`src/rtl/alu_exec_unit.sv`:
```
// EX-stage ALU: decodes ALUOp/FuncCode and executes single-cycle ops, or a shift-add
// unsigned multiply into HI/LO, behind valid/ready handshakes on both sides.
module alu_exec_unit #(
  parameter int WIDTH = 32,
  parameter int CNT_W = $clog2(WIDTH) + 1
) (
  input  logic             clk,
  input  logic             rst_n,
  input  logic             in_valid,
  output logic             in_ready,
  input  logic [1:0]       alu_op,
  input  logic [5:0]       func_code,
  input  logic [WIDTH-1:0] op_a,
  input  logic [WIDTH-1:0] op_b,
  output logic             out_valid,
  input  logic             out_ready,
  output logic [WIDTH-1:0] result,
  output logic [3:0]       alu_ctl,
  output logic             zero,
  output logic             overflow,
  output logic             illegal
);

  // state | meaning
  // IDLE  | waiting for an op; in_ready high
  // BUSY  | multu iterating, one multiplier bit per cycle
  // HOLD  | result presented; out_valid high until out_ready
  localparam logic [1:0] IDLE = 2'd0;
  localparam logic [1:0] BUSY = 2'd1;
  localparam logic [1:0] HOLD = 2'd2;

  localparam logic [3:0] CTL_AND = 4'd0,  CTL_OR   = 4'd1,  CTL_ADD  = 4'd2;
  localparam logic [3:0] CTL_XOR = 4'd3,  CTL_SUB  = 4'd6,  CTL_SLT  = 4'd7;
  localparam logic [3:0] CTL_SLTU = 4'd8, CTL_MULT = 4'd9,  CTL_MFHI = 4'd10;
  localparam logic [3:0] CTL_MFLO = 4'd11, CTL_NOR = 4'd12, CTL_ILL  = 4'd15;

  logic [1:0]         state_q, state_d;
  logic [WIDTH-1:0]   result_q, result_d;
  logic [3:0]         alu_ctl_q, alu_ctl_d;
  logic               zero_q, zero_d;
  logic               overflow_q, overflow_d;
  logic               illegal_q, illegal_d;
  logic [WIDTH-1:0]   hi_q, hi_d, lo_q, lo_d;
  logic [CNT_W-1:0]   cnt_q, cnt_d;
  logic [2*WIDTH-1:0] acc_q, acc_d, mcand_q, mcand_d;
  logic [WIDTH-1:0]   mplier_q, mplier_d;

  logic [3:0]         ctl;
  logic [WIDTH-1:0]   sum, diff, exec_res;
  logic               ovf;
  logic [2*WIDTH-1:0] acc_sum;

  always_comb begin
    ctl = CTL_ILL;
    case (alu_op)
      2'd0: ctl = CTL_ADD;
      2'd1: ctl = CTL_SUB;
      default: begin
        case (func_code)
          6'd32, 6'd33: ctl = CTL_ADD;
          6'd34, 6'd35: ctl = CTL_SUB;
          6'd36:        ctl = CTL_AND;
          6'd37:        ctl = CTL_OR;
          6'd38:        ctl = CTL_XOR;
          6'd39:        ctl = CTL_NOR;
          6'd42:        ctl = CTL_SLT;
          6'd43:        ctl = CTL_SLTU;
          6'd25:        ctl = CTL_MULT;
          6'd16:        ctl = CTL_MFHI;
          6'd18:        ctl = CTL_MFLO;
          default:      ctl = CTL_ILL;
        endcase
      end
    endcase
  end

  assign sum  = op_a + op_b;
  assign diff = op_a - op_b;

  always_comb begin
    exec_res = '0;
    case (ctl)
      CTL_ADD:  exec_res = sum;
      CTL_SUB:  exec_res = diff;
      CTL_AND:  exec_res = op_a & op_b;
      CTL_OR:   exec_res = op_a | op_b;
      CTL_XOR:  exec_res = op_a ^ op_b;
      CTL_NOR:  exec_res = ~(op_a | op_b);
      CTL_SLT:  exec_res = WIDTH'($signed(op_a) < $signed(op_b));
      CTL_SLTU: exec_res = WIDTH'(op_a < op_b);
      CTL_MFHI: exec_res = hi_q;
      CTL_MFLO: exec_res = lo_q;
      default:  exec_res = '0;
    endcase
  end

  // Only the trapping forms flag overflow; addu/subu and load/store address adds never do.
  always_comb begin
    ovf = 1'b0;
    if (alu_op == 2'd1 || (alu_op[1] && func_code == 6'd34))
      ovf = (op_a[WIDTH-1] != op_b[WIDTH-1]) && (diff[WIDTH-1] != op_a[WIDTH-1]);
    else if (alu_op[1] && func_code == 6'd32)
      ovf = (op_a[WIDTH-1] == op_b[WIDTH-1]) && (sum[WIDTH-1] != op_a[WIDTH-1]);
  end

  assign acc_sum = acc_q + (mplier_q[0] ? mcand_q : '0);

  always_comb begin
    state_d    = state_q;
    result_d   = result_q;
    alu_ctl_d  = alu_ctl_q;
    zero_d     = zero_q;
    overflow_d = overflow_q;
    illegal_d  = illegal_q;
    hi_d       = hi_q;
    lo_d       = lo_q;
    cnt_d      = cnt_q;
    acc_d      = acc_q;
    mcand_d    = mcand_q;
    mplier_d   = mplier_q;
    case (state_q)
      IDLE: begin
        if (in_valid) begin
          if (ctl == CTL_MULT) begin
            mcand_d  = {{WIDTH{1'b0}}, op_a};
            mplier_d = op_b;
            acc_d    = '0;
            cnt_d    = CNT_W'(WIDTH - 1);
            state_d  = BUSY;
          end else begin
            result_d   = exec_res;
            alu_ctl_d  = ctl;
            zero_d     = (exec_res == '0);
            overflow_d = ovf;
            illegal_d  = (ctl == CTL_ILL);
            state_d    = HOLD;
          end
        end
      end
      BUSY: begin
        acc_d    = acc_sum;
        mcand_d  = mcand_q << 1;
        mplier_d = mplier_q >> 1;
        cnt_d    = cnt_q - 1'b1;
        if (cnt_q == '0) begin
          hi_d       = acc_sum[2*WIDTH-1:WIDTH];
          lo_d       = acc_sum[WIDTH-1:0];
          result_d   = acc_sum[WIDTH-1:0];
          alu_ctl_d  = CTL_MULT;
          zero_d     = (acc_sum[WIDTH-1:0] == '0);
          overflow_d = 1'b0;
          illegal_d  = 1'b0;
          state_d    = HOLD;
        end
      end
      HOLD: begin
        if (out_ready) state_d = IDLE;
      end
      default: state_d = IDLE;
    endcase
  end

  always_ff @(posedge clk) begin
    if (!rst_n) begin
      state_q    <= IDLE;
      result_q   <= '0;
      alu_ctl_q  <= CTL_ILL;
      zero_q     <= 1'b0;
      overflow_q <= 1'b0;
      illegal_q  <= 1'b0;
      hi_q       <= '0;
      lo_q       <= '0;
      cnt_q      <= '0;
      acc_q      <= '0;
      mcand_q    <= '0;
      mplier_q   <= '0;
    end else begin
      state_q    <= state_d;
      result_q   <= result_d;
      alu_ctl_q  <= alu_ctl_d;
      zero_q     <= zero_d;
      overflow_q <= overflow_d;
      illegal_q  <= illegal_d;
      hi_q       <= hi_d;
      lo_q       <= lo_d;
      cnt_q      <= cnt_d;
      acc_q      <= acc_d;
      mcand_q    <= mcand_d;
      mplier_q   <= mplier_d;
    end
  end

  assign in_ready  = (state_q == IDLE);
  assign out_valid = (state_q == HOLD);
  assign result    = result_q;
  assign alu_ctl   = alu_ctl_q;
  assign zero      = zero_q;
  assign overflow  = overflow_q;
  assign illegal   = illegal_q;

endmodule

```
`config.mk`:
```
export PLATFORM = sky130hd
export DESIGN_NAME = alu_exec_unit
export DESIGN_NICKNAME = d
export VERILOG_FILES = /design/src/rtl/alu_exec_unit.sv
export SDC_FILE = /design/constraint.sdc
export NUM_CORES = 1
export LEC_CHECK = 0
export ABC_AREA = 1
export CAP_MARGIN = 20
export CORE_ASPECT_RATIO = 1.5
export CORE_UTILIZATION = 35
export CTS_BUF_LIST = sky130_fd_sc_hd__clkbuf_8
export DETAILED_ROUTE_END_ITERATION = 10
export PLACE_DENSITY = 0.59
export SYNTH_ARGS = -nofsm -noshare
export SYNTH_HDL_FRONTEND = slang
export SYNTH_SLANG_ARGS = --single-unit
export TNS_END_PERCENT = 20
```
`constraint.sdc`:
```
create_clock -name clk -period 10.1 [get_ports clk]
set_input_delay 2.02 -clock clk [delete_from_list [all_inputs] [get_ports clk]]
set_output_delay 2.02 -clock clk [all_outputs]
set_load 0.01 [all_outputs]
```
== Word level (Yosys, flattened, before mapping) ==
Memories as Yosys holds them, arrays and structs flattened.
Cells that the tools add are included.

* Register bits after elaboration: 271
* Memories kept: 1
* Logic and storage cells: 105
* ROM bits: 256
* Bits of input ports: 76
* Output and inout bits: 41

{| class="wikitable"
|+ Memories
! memory !! depth !! width !! read ports !! clocked after memory_dff !! write ports !! RTL line !! text
|-
| (no name shown) || 64 || 4 || 1 || 0 || 0 || 59 || <nowiki>case (func_code)</nowiki>
|}

* Equal/unequal tests: 25
* Reduce and logical (&&, ||, !) cells: 16
* Order comparisons: 2
* Bitwise operators: 4
* Mux-type cells: 41
* $add $sub $neg: 4

{| class="wikitable"
|+ Operators by type and width
! kind !! number
|-
| 64-bit 2-to-1 mux || 5
|-
| 32-bit one-hot mux with 10 select lines || 1
|-
| 64-bit one-hot mux with 2 select lines || 2
|-
| 32-bit 2-to-1 mux || 5
|-
| 32-bit one-hot mux with 2 select lines || 2
|-
| 64-bit adder || 1
|-
| 32-bit zero test || 2
|-
| 32-bit less-than comparator || 2
|-
| 32-bit adder || 1
|-
| 32-bit AND || 1
|-
| 32-bit inverter || 1
|-
| 32-bit OR || 1
|-
| 32-bit subtractor || 1
|-
| 32-bit bitwise XOR || 1
|-
| 4-bit == test (second input constant) || 6
|-
| 4-bit one-hot mux with 2 select lines || 2
|-
| 6-bit == test (second input constant) || 2
|-
| 4-bit 2-to-1 mux || 3
|-
| 6-bit 2-to-1 mux || 2
|-
| 6-bit one-hot mux with 2 select lines || 1
|-
| 1-bit 2-to-1 mux || 10
|-
| 4-bit by 2-bit == test with 1-bit output (second input constant) || 2
|-
| 4-bit by 3-bit == test with 1-bit output (second input constant) || 2
|-
| 2-bit 2-to-1 mux || 4
|-
| other kinds (19) || 32
|}

== Longest topological paths before layout ==
Gate-level depths: netlist of the first run.

* Depth after elaboration: 8
* Depth in mapped cells: 26
* Depth with buffers taken out: 24

== Worst setup path after synthesis of the first run ==
No wires, ideal clock.

* Path kind: input-to-reg
* Start: input port op_a[0]
* End: register zero_q, in the netlist zero
* Library setup time: 0.117 ns
* Path buffers: 0
* Stages on the path: 22
* Slack: 6.066 ns
* Arrival: 3.917 ns
* Required time: 9.983 ns
* Cell sequence: inv_1 > ha_1 > inv_1 > fa_1 > nand2_1 > nand3_1 > nand2_1 > nand2_1 > nand2_1 > nand2_1 > nand2_1 > nand2_1 > a21oi_1 > nor2_1 > nor2_1 > nand2_1 > nand2_1 > nor2_1 > nand3_1 > nor2_1 > nor2_1 > nor2_1

* Cells in the longest elaborated chain, start to end: 7
* Elaborated cells on any way between the ends: 13
* Classes of those cells: 2 x add/sub; 2 x order compare; 4 x mux; 4 x bitwise; 1 x reduce/logical

{| class="wikitable"
|+ Ends and longest elaborated chain
! element !! RTL line !! text
|-
| start: declaration || 13 || <nowiki>input logic [WIDTH-1:0] op_a,</nowiki>
|-
| branches (longest 2 deep; another with 32-bit subtractor) || - ||
|-
| 32-bit one-hot mux with 10 select lines * || 82 || <nowiki>case (ctl)</nowiki>
|-
| 32-bit zero test * || 133 || <nowiki>zero_d = (exec_res == '0);</nowiki>
|-
| 1-bit 2-to-1 mux * || 124 || <nowiki>if (ctl == CTL_MULT) begin</nowiki>
|-
| 1-bit 2-to-1 mux * || 123 || <nowiki>if (in_valid) begin</nowiki>
|-
| 1-bit one-hot mux with 2 select lines * || 121 || <nowiki>case (state_q)</nowiki>
|-
| end signal: assignment || 181 || <nowiki>zero_q <= zero_d;</nowiki>
|-
| end: declaration || 40 || <nowiki>logic zero_q, zero_d;</nowiki>
|}

Every way passes the cells marked *. The select of a mux whose other input is x is not followed.
A chain may end at the register's enable or synchronous reset.

== Final worst setup path of the first run ==
* Start: input port func_code[0]
* End: register result_q[0], in the netlist result[0]

* Cells in the longest elaborated chain, start to end: 7
* Elaborated cells on any way between the ends: 19
* Classes of those cells: 11 x eq/ne; 5 x mux; 2 x reduce/logical; 1 x memory

{| class="wikitable"
|+ Ends and longest elaborated chain
! element !! RTL line !! text
|-
| start: declaration || 12 || <nowiki>input logic [5:0] func_code,</nowiki>
|-
| memory 64 x 4 bit * || - ||
|-
| 4-bit one-hot mux with 2 select lines * || 55 || <nowiki>case (alu_op)</nowiki>
|-
| 4-bit == test (tied with other cells) || 82 ||
|-
| 32-bit one-hot mux with 10 select lines || 82 ||
|-
| 32-bit 2-to-1 mux || 124 ||
|-
| 32-bit 2-to-1 mux || 123 ||
|-
| 32-bit one-hot mux with 2 select lines || 121 ||
|-
| end signal: assignment || 179 || <nowiki>result_q <= result_d;</nowiki>
|-
| end: declaration || 38 || <nowiki>logic [WIDTH-1:0] result_q, result_d;</nowiki>
|}

Every way passes the cells marked *; elsewhere a longest branch is shown, timed or not. The select of a mux whose other input is x is not followed.

==> results of run 1 <==
-- registers in the layout, indices dropped and copies added, names as in the netlist --
| signal | flops |
|---|---|
| acc_q | 64 |
| alu_ctl | 4 |
| cnt_q | 6 |
| hi_q | 32 |
| illegal | 1 |
| lo_q | 32 |
| mcand_q | 64 |
| mplier_q | 32 |
| overflow | 1 |
| result | 32 |
| state_q | 2 |
| zero | 1 |
-- path summary, 6_finish.rpt --
path / slack [ns] / end / from / depth (start not counted)
setup reg to reg: 5.82 / acc_q[43]$_SDFFE_PN0P_ / mplier_q[0]$_SDFFE_PN0P_ / 21
hold / removal: 0.46 / mcand_q[63]$_SDFFE_PN0P_ / mcand_q[63]$_SDFFE_PN0P_ / 2
setup / recovery: 4.00 / result[0]$_SDFFE_PN0P_ / func_code[0] / 16
hold reg to reg: 0.46 / mcand_q[63]$_SDFFE_PN0P_ / mcand_q[63]$_SDFFE_PN0P_ / 2
-- where the power goes --
group | total, W | switching (W) | internal (W)
Combinational | 0.000600 | 0.000412 | 0.000188
Clock | 0.00112 | 0.000537 | 0.000583
Sequential | 0.00111 | 0.0000206 | 0.00109
Total | 0.00283 | 0.000969 | 0.00186
-- stage by stage --
stage / total power (W) / cells / utilization (%)
5_1_grt: 0.002941 / 4703 / 39.73
2_1_floorplan: 0.001465 / 3827 / -
6_report: 0.002829 / 4703 / 39.73
4_1_cts: 0.002850 / 4701 / 39.70
3_5_place_dp: 0.001717 / 4617 / 38.15
3_3_place_gp: 0.001722 / 4616 / 38.14
-- synth_stat cells, drive strengths merged (11+ instances only) --
library cell / instances / area (um^2)
a21oi: 312 / 1562
inv: 536 / 2014
dfxtp: 271 / 5425
buf: 72 / 414.1
or2: 14 / 87.59
o21bai: 12 / 90.09
clkbuf: 81 / 305.3
nor3: 34 / 180.2
nor2: 443 / 1700
nand2: 1180 / 4464
xnor2: 11 / 96.34
nand3: 183 / 945.9
a31oi: 80 / 500.5
a22oi: 32 / 240.2
nand4: 72 / 450.4
o211ai: 24 / 180.2
ha: 170 / 2127
xor2: 40 / 350.3
o21ai: 204 / 1028
-- cell families after synthesis --
kind of cell	after synthesis	synth area share, %
buffers and inverters	689	12.08
and+or+nand+nor	1939	34.99
AOI/OAI and AO/OA	704	17.32
DFF	271	23.97
xor gates and xnor gates	51	1.974
adders and majority gates	173	9.664
-- routing by layer --
metal  share of wire, %  wire, um
met2                 49     47850
met4                8.1      7883
met5                  0         0
met3                3.8      3706
met1                 39     38070
-- layout make-up --
cell class | instances | area (um^2)
Multi-Input combinational cell | 2867 | 14500
Clock buffer | 56 | 770.7
Clock inverter | 28 | 214.0
Inverter | 536 | 2022
Fill cell | 7132 | 38340
Tap cell | 805 | 1007
Sequential cell | 271 | 5426
Antenna cell | 1 | 2.502
Timing Repair Buffer | 139 | 1341
-- critical path, delay by kind of cell --
kind	cells	cell delay (ns)
buffers and inverters	3	0.95
adders and majority gates	1	0.16
and+or+nand+nor	10	2.47
AOI/OAI and AO/OA	2	0.96
==> flow_summary.yaml, run 1 <==
routing:
  first_pass_iters: 6
  via_per_inst: 5.294
  ant_nets: 0
  routed_wl_um: 97510
  routedWlPerCell_um: 20.73
  drtIter0Drc: 1971
  drcViolationCount: 0
  vias: 24900
grt:
  grt_use_total_pct: 29.00
  grt_pass1_wl_um: 144700
  grt_max_degree: 96
  grt_pass1_vias: 24240
  grtUsageMet2_pct: 51.85
  use_met3_pct: 3.007
  overflow: 0
  gr-usage-met1_pct: 31.67
  antenna_found_initial: 1
  top_usage_layer: "met2"
clocking:
  cts.reportedPaths.clkPinSlew_ns: 0.06
  cts.repair.resized: 0
  cts.sinks: 271
  hold_buffers: 0
  numCtsBuffers: 49
  cts_max_level: 2
  cts_root_buf: "clkbuf_8"
  cts_tree: "built"
  clock_latency_ns: 0.70
  clock_path_buffers: 3
  postCtsSetupRepairBufs: 0
die:
  die_area_mm2: 0.06570
  dieWidth_um: 209.6
  ios: 117
  die_y_um: 313.4
  start_util_pct: 35.57
  rows: 113
  core_mm2: 0.06362
sta:
  maxSlewHeadroom_pct: 35.70
  fin_setup_tns_ns: 0
  timing.hold.ws_ns: 0.4608
  setup_viol: 0
  rsz0062_at_grt: "false"
  worst_clock_skew_ns: 0.03915
  finalWorstSetupSlack_ns: 4.000
  period_share_pct: 60.39
  drv_slew: 0
  period_needed_ns: 6.100
  hold_viol_final: 0
  tightest_slew_ns: 0.9545
  clock.fmax_mhz: 163.9
logic_synthesis:
  synth_seq_area_share_pct: 23.97
  async_reset_ff_share_pct: 0
  synth-seq-cells: 271
  synth-edff-count: 0
  synth.avg_cell_area_um2: 5.914
  synth_cell_type_count: 50
  synthFlopType: "dfxtp_1"
  syn_nets: 4076
  syn_area_mm2: 0.02263
  yosys_warnings: 0
  synth_cells: 3827
run:
  cap_violations: 0
min_path:
  hold_path.class: "flip-flop to flip-flop"
placement:
  placed_cell_area_mm2: 0.02427
  hpwl_um: 76770
  io_buffers: 116
  pre_cts_slack_ns: 3.439
  gp_congestion: 1.086
setup_path:
  critPathSlowestCell: "o21ai_0"
  endpoint_kind: "flip-flop"
  crit_fanout: 16
  start_kind: "primary input"
  slowest_delay_ns: 0.79
  arrival_ns: 6.60
  worstPathCellList: "clkdlybuf4s50_1 > inv_1 > ha_1 > nand2_1 > nor2_1 > nand2_2 > nand3_2 > nor2_4 > nand3_2 > inv_2 > nand2_1 > nand2_1 > nor2_1 > nand3_1 > o21ai_0 > a31oi_1"
  crit_required_ns: 10.60
  critical_path_class: "primary input to flip-flop"
  worst_path_most_repeated_cell: "nand2_1"
cells_and_area:
  fin_nets: 4113
  final_common_cell: "nand2_1"
  final_cell_mix: "1170 x nand2_1, 536 x inv_1, 431 x nor2_1"
  areaGrowthSynthToFinish_pct: 11.70
  final_cell_area_mm2: 0.02528
  drive_above_1_share_pct: 3.952
run_status:
  status: "complete, no violations"
power:
  ir_drop_mv: 0.08818
  powerDensity_mw_per_mm2: 111.9
  p_leak_nw: 12.07
No activity file was read; power rests on OpenSTA's default activity.
==> run 2: changes to the inputs <==
- clock period: 10.1 -> 5.9 ns (I/O delays scaled with it)
==> run 2 against run 1 <==
  * Cell count increased by 0.21%
  * Total power increased by 70%
  * First-iteration DRC count decreased by 4.1%
  * Critical endpoint unchanged
  * Largest cell class unchanged
  * Highest routed layer unchanged
==> flow_summary.yaml, run 2 (synthesis results as in run 1) <==
grt:
  overflow: 0
  antenna_found_initial: 2
  grt_use_total_pct: 28.51
  grt_max_degree: 108
  grt_pass1_wl_um: 142500
  grt_pass1_vias: 24330
sta:
  rsz0062_at_grt: "false"
  period_needed_ns: 4.437
  timing.hold.ws_ns: 0.4612
  tightest_slew_ns: 1.056
  hold_viol_final: 0
  period_share_pct: 75.21
  fin_setup_tns_ns: 0
  drv_slew: 0
  setup_viol: 0
  maxSlewHeadroom_pct: 29.05
  clock.fmax_mhz: 225.4
  worst_clock_skew_ns: 0.04702
routing:
  routed_wl_um: 95650
  drcViolationCount: 0
  via_per_inst: 5.280
  routedWlPerCell_um: 20.29
  first_pass_iters: 6
  vias: 24890
  drtIter0Drc: 1891
  ant_nets: 0
die:
  die_y_um: 313.4
  ios: 117
  dieWidth_um: 209.6
  start_util_pct: 35.57
  rows: 113
  die_area_mm2: 0.06570
  core_mm2: 0.06362
cells_and_area:
  top_regs: "acc_q (64), mcand_q (64)"
  areaGrowthSynthToFinish_pct: 12.26
  drive_above_1_share_pct: 4.274
  fin_nets: 4125
  final_cell_mix: "1170 x nand2_1, 533 x inv_1, 431 x nor2_1"
  final_common_cell: "nand2_1"
clocking:
  cts.repair.resized: 0
  hold_buffers: 0
  clock_path_buffers: 3
  postCtsSetupRepairBufs: 0
  cts_tree: "built"
  cts.reportedPaths.clkPinSlew_ns: 0.06
  clock_latency_ns: 0.67
  cts.sinks: 271
  cts_root_buf: "clkbuf_8"
  numCtsBuffers: 46
  cts_max_level: 2
power:
  power_frac_seq_pct: 39.4
  comb_power_share_pct: 21.8
  power.total_w: 0.004817
  p_switching_w: 0.001611
  internal_power_w: 0.003207
  p_leak_nw: 12.13
  switching_share_pct: 33.43
  powerDensity_mw_per_mm2: 189.6
  ir_drop_mv: 0.1246
  clock_power_share_pct: 38.8
placement:
  hpwl_um: 75850
  io_buffers: 116
  gp_congestion: 1.034
min_path:
  hold_depth: 2
  hold_path.class: "flip-flop to flip-flop"
setup_path:
  critical_path_class: "primary input to flip-flop"
  worst_path_most_repeated_cell: "nand2_1"
  cp_num_buf_inv: 3
  critPathSlowestCell: "nor3_1"
  slowest_delay_ns: 0.91
  worstPathCellList: "clkdlybuf4s50_1 > inv_1 > ha_1 > nor3_1 > nand2_1 > nand3_1 > nor2_1 > buf_4 > nand2_1 > nand2_1 > nand2_1 > nor2_1 > o21ai_0 > a31oi_1"
  rr_worst_depth: 23
  start_kind: "primary input"
  endpoint_kind: "flip-flop"
  crit_fanout: 6
  crit_cells: 14
  crit_required_ns: 6.41
  crit_family: "simple AND/OR/NAND/NOR gates"
  arrival_ns: 4.94
run_status:
  status: "complete, no violations"
run:
  cap_violations: 0
## run 2: layout make-up
cell class	instances	area, um^2
sequential	271	5426
timing repair buffer	154	1479
fill	7125	38220
antenna	1	2.502
clock inverter	18	133.9
multi-input combinational	2867	14500
tap	805	1007
clock buffer	61	839.6
inverter	536	2022
## run 2: power groups by stage
stage                     Clock (W)  Combinational, W  Sequential [W]
final                       0.00187           0.00105         0.00190
after floorplan                   0          0.000574         0.00193
after global routing        0.00199           0.00112         0.00190
after global placement            0           0.00103         0.00194
after CTS                   0.00192           0.00103         0.00190
after detailed placement          0           0.00102         0.00194
## run 2: worst min-delay path: cells and delay by family, from the launching register on
family             cells  cell delay, ns
DFF                    1            0.31
and+or+nand+nor        1            0.06
AOI/OAI and AO/OA      1            0.05
## run 2: final timing paths
check                            from                        to  slack [ns]
max                          op_a[31]    result[0]$_SDFFE_PN0P_        1.46
min          mcand_q[63]$_SDFFE_PN0P_  mcand_q[63]$_SDFFE_PN0P_        0.46
max reg2reg  mplier_q[0]$_SDFFE_PN0P_     hi_q[28]$_SDFFE_PN0P_        1.66
min reg2reg  mcand_q[63]$_SDFFE_PN0P_  mcand_q[63]$_SDFFE_PN0P_        0.46
## run 2: through the flow
| step | std cells | instance area, um^2 | setup WS [ns] | utilization, % |
|---|---|---|---|---|
| final | 4713 | 25410 | 1.463 | 39.93 |
| after global routing | 4713 | 25410 | 1.269 | 39.93 |
| after CTS | 4711 | 25400 | 1.558 | 39.92 |
| after detailed placement | 4632 | 24420 | 0.8711 | 38.39 |
| after global placement | 4632 | 24420 | 0.7806 | 38.39 |
| after floorplan | 3827 | 22630 | 2.662 | - |
## run 2: per-layer routing
layer	track usage, %	wire length, um
met5	0	0
met4	20.54	7527
met3	2.697	3853
met2	50.45	46860
met1	31.88	37400
==> run 3: changes to the inputs <==
- PLACE_DENSITY: 0.59 -> 0.61
- clock period: 5.9 -> 3.6 ns (I/O delays scaled with it)
==> run 3 against run 2 <==
  * Utilization increased by 7.0 points
  * Critical path depth increased by 6
  * First-iteration DRC count increased by 5.6%
  * Worst setup slack got worse by 1.3 ns
==> flow_summary.yaml, run 3 (synthesis results as in run 1) <==
run_status:
  status: "complete, no violations"
clocking:
  postCtsSetupRepairBufs: 0
  cts_max_level: 2
  cts.sinks: 271
  clock_latency_ns: 0.67
  cts_tree: "built"
  cts.repair.resized: 0
  cts_root_buf: "clkbuf_8"
  cts.reportedPaths.clkPinSlew_ns: 0.07
  clock_path_buffers: 3
  numCtsBuffers: 48
  hold_buffers: 0
min_path:
  hold-path-endpoint: "mplier_q[19]$_SDFFE_PN0P_"
  hold_depth: 2
  min_from: "mplier_q[19]$_SDFFE_PN0P_"
  hold_path.class: "flip-flop to flip-flop"
setup_path:
  rr_worst_depth: 21
  reg2reg_from: "mplier_q[0]$_SDFFE_PN0P_"
  ff2ff_setup_slack_ns: 0.22
  endpoint_kind: "flip-flop"
  crit_fanout: 5
  crit_required_ns: 4.21
  rr_endpoint: "acc_q[43]$_SDFFE_PN0P_"
  start_kind: "primary input"
  arrival_ns: 4.06
  critical_path_class: "primary input to flip-flop"
cells_and_area:
  areaGrowthSynthToFinish_pct: 31.86
  top_regs: "acc_q (64), mcand_q (64)"
  final_cell_mix: "1170 x nand2_1, 545 x buf_4, 530 x inv_1"
  drive_above_1_share_pct: 16.24
  fin_nets: 4659
  final_core_util_pct: 46.90
  final_common_cell: "nand2_1"
grt:
  grt_pass1_vias: 25870
  grt_max_degree: 139
  grt_use_total_pct: 29.53
  grt_pass1_wl_um: 147800
  overflow: 0
  antenna_found_initial: 1
die:
  die_y_um: 313.4
  dieWidth_um: 209.6
  core_mm2: 0.06362
  start_util_pct: 35.57
  rows: 113
  ios: 117
  die_area_mm2: 0.06570
sta:
  fin_setup_tns_ns: 0
  period_needed_ns: 3.452
  hold_viol_final: 0
  clock.fmax_mhz: 289.7
  drv_slew: 0
  maxSlewHeadroom_pct: 43.82
  setup_viol: 0
  tightest_slew_ns: 0.8427
  period_share_pct: 95.90
  worst_clock_skew_ns: 0.05116
power:
  p_leak_nw: 14.87
  ir_drop_mv: 0.2235
  powerDensity_mw_per_mm2: 296.0
routing:
  drcViolationCount: 0
  routed_wl_um: 99150
  drtIter0Drc: 1997
  vias: 26710
  routedWlPerCell_um: 18.87
  via_per_inst: 5.085
  first_pass_iters: 7
  ant_nets: 0
placement:
  gp_congestion: 1.031
  hpwl_um: 81160
  io_buffers: 116
run:
  cap_violations: 0
==> run 3: per-stage QoR <==
step | std cells | hold WS (ns) | cell area, um^2 | setup WS (ns) | total power (W)
2_1_floorplan | 3827 | 0.4403 | 22630 | 0.3616 | 0.004111
3_3_place_gp | 5165 | 0.4511 | 28670 | -0.7013 | 0.005430
3_5_place_dp | 5165 | 0.4549 | 28670 | -0.6860 | 0.005417
4_1_cts | 5252 | 0.4652 | 29790 | 0.04773 | 0.008891
5_1_grt | 5253 | 0.4759 | 29840 | -0.006035 | 0.009202
6_report | 5253 | 0.4678 | 29840 | 0.1476 | 0.008834
==> run 3: power breakdown <==
group,internal (W),total [W],switching (W)
sequential,0.00305,0.00311,0.0000595
combinational,0.00101,0.00229,0.00128
clock,0.00194,0.00343,0.00149
total,0.00601,0.00883,0.00282
==> run 3: worst max-delay path by stage <==
stage               cells after the start               endpoint                      from  slack [ns]
global route                           22      zero$_SDFFE_PN0P_                   op_b[0]      -0.006
global placement                       22      zero$_SDFFE_PN0P_                   op_a[5]       -0.70
finish                                 20      zero$_SDFFE_PN0P_                   op_a[9]        0.15
detailed placement                     22      zero$_SDFFE_PN0P_                   op_a[5]       -0.69
CTS                                    22      zero$_SDFFE_PN0P_                   op_a[5]        0.05
floorplan                              23  hi_q[20]$_SDFFE_PN0P_  mplier_q[0]$_SDFFE_PN0P_        0.36
==> run 3: layout make-up <==
type	instances	area (um^2)
clock buffers	60	825.8
well taps	805	1007
inverters	536	2022
diodes	1	2.502
fillers	6874	33780
repair buffers	686	5731
multi-input cells	2867	14540
clock inverters	27	287.8
flip-flops and latches	271	5429
==> run 3: critical path: stages <==
cell and delay, ns:
clkdlybuf4s50_1 0.57, inv_1 0.07, ha_1 0.41, buf_4 0.18, o21ai_0 0.23, nand2_1 0.09
nand2_1 0.11, a21oi_1 0.07, nand2_1 0.16, buf_4 0.17, nand4_1 0.22, nand4_1 0.16
nand3_1 0.12, nor2_2 0.23, nand2_1 0.10, nor2_2 0.15, nand3_1 0.09, nor2_1 0.11
nor2_1 0.04, nor2_1 0.07
==> run 3: layer usage <==
metal | routed length (um) | track usage (%)
met1 | 38460 | 32.71
met4 | 7190 | 19.51
met2 | 49330 | 53.35
met3 | 4159 | 2.917
met5 | 0 | 0
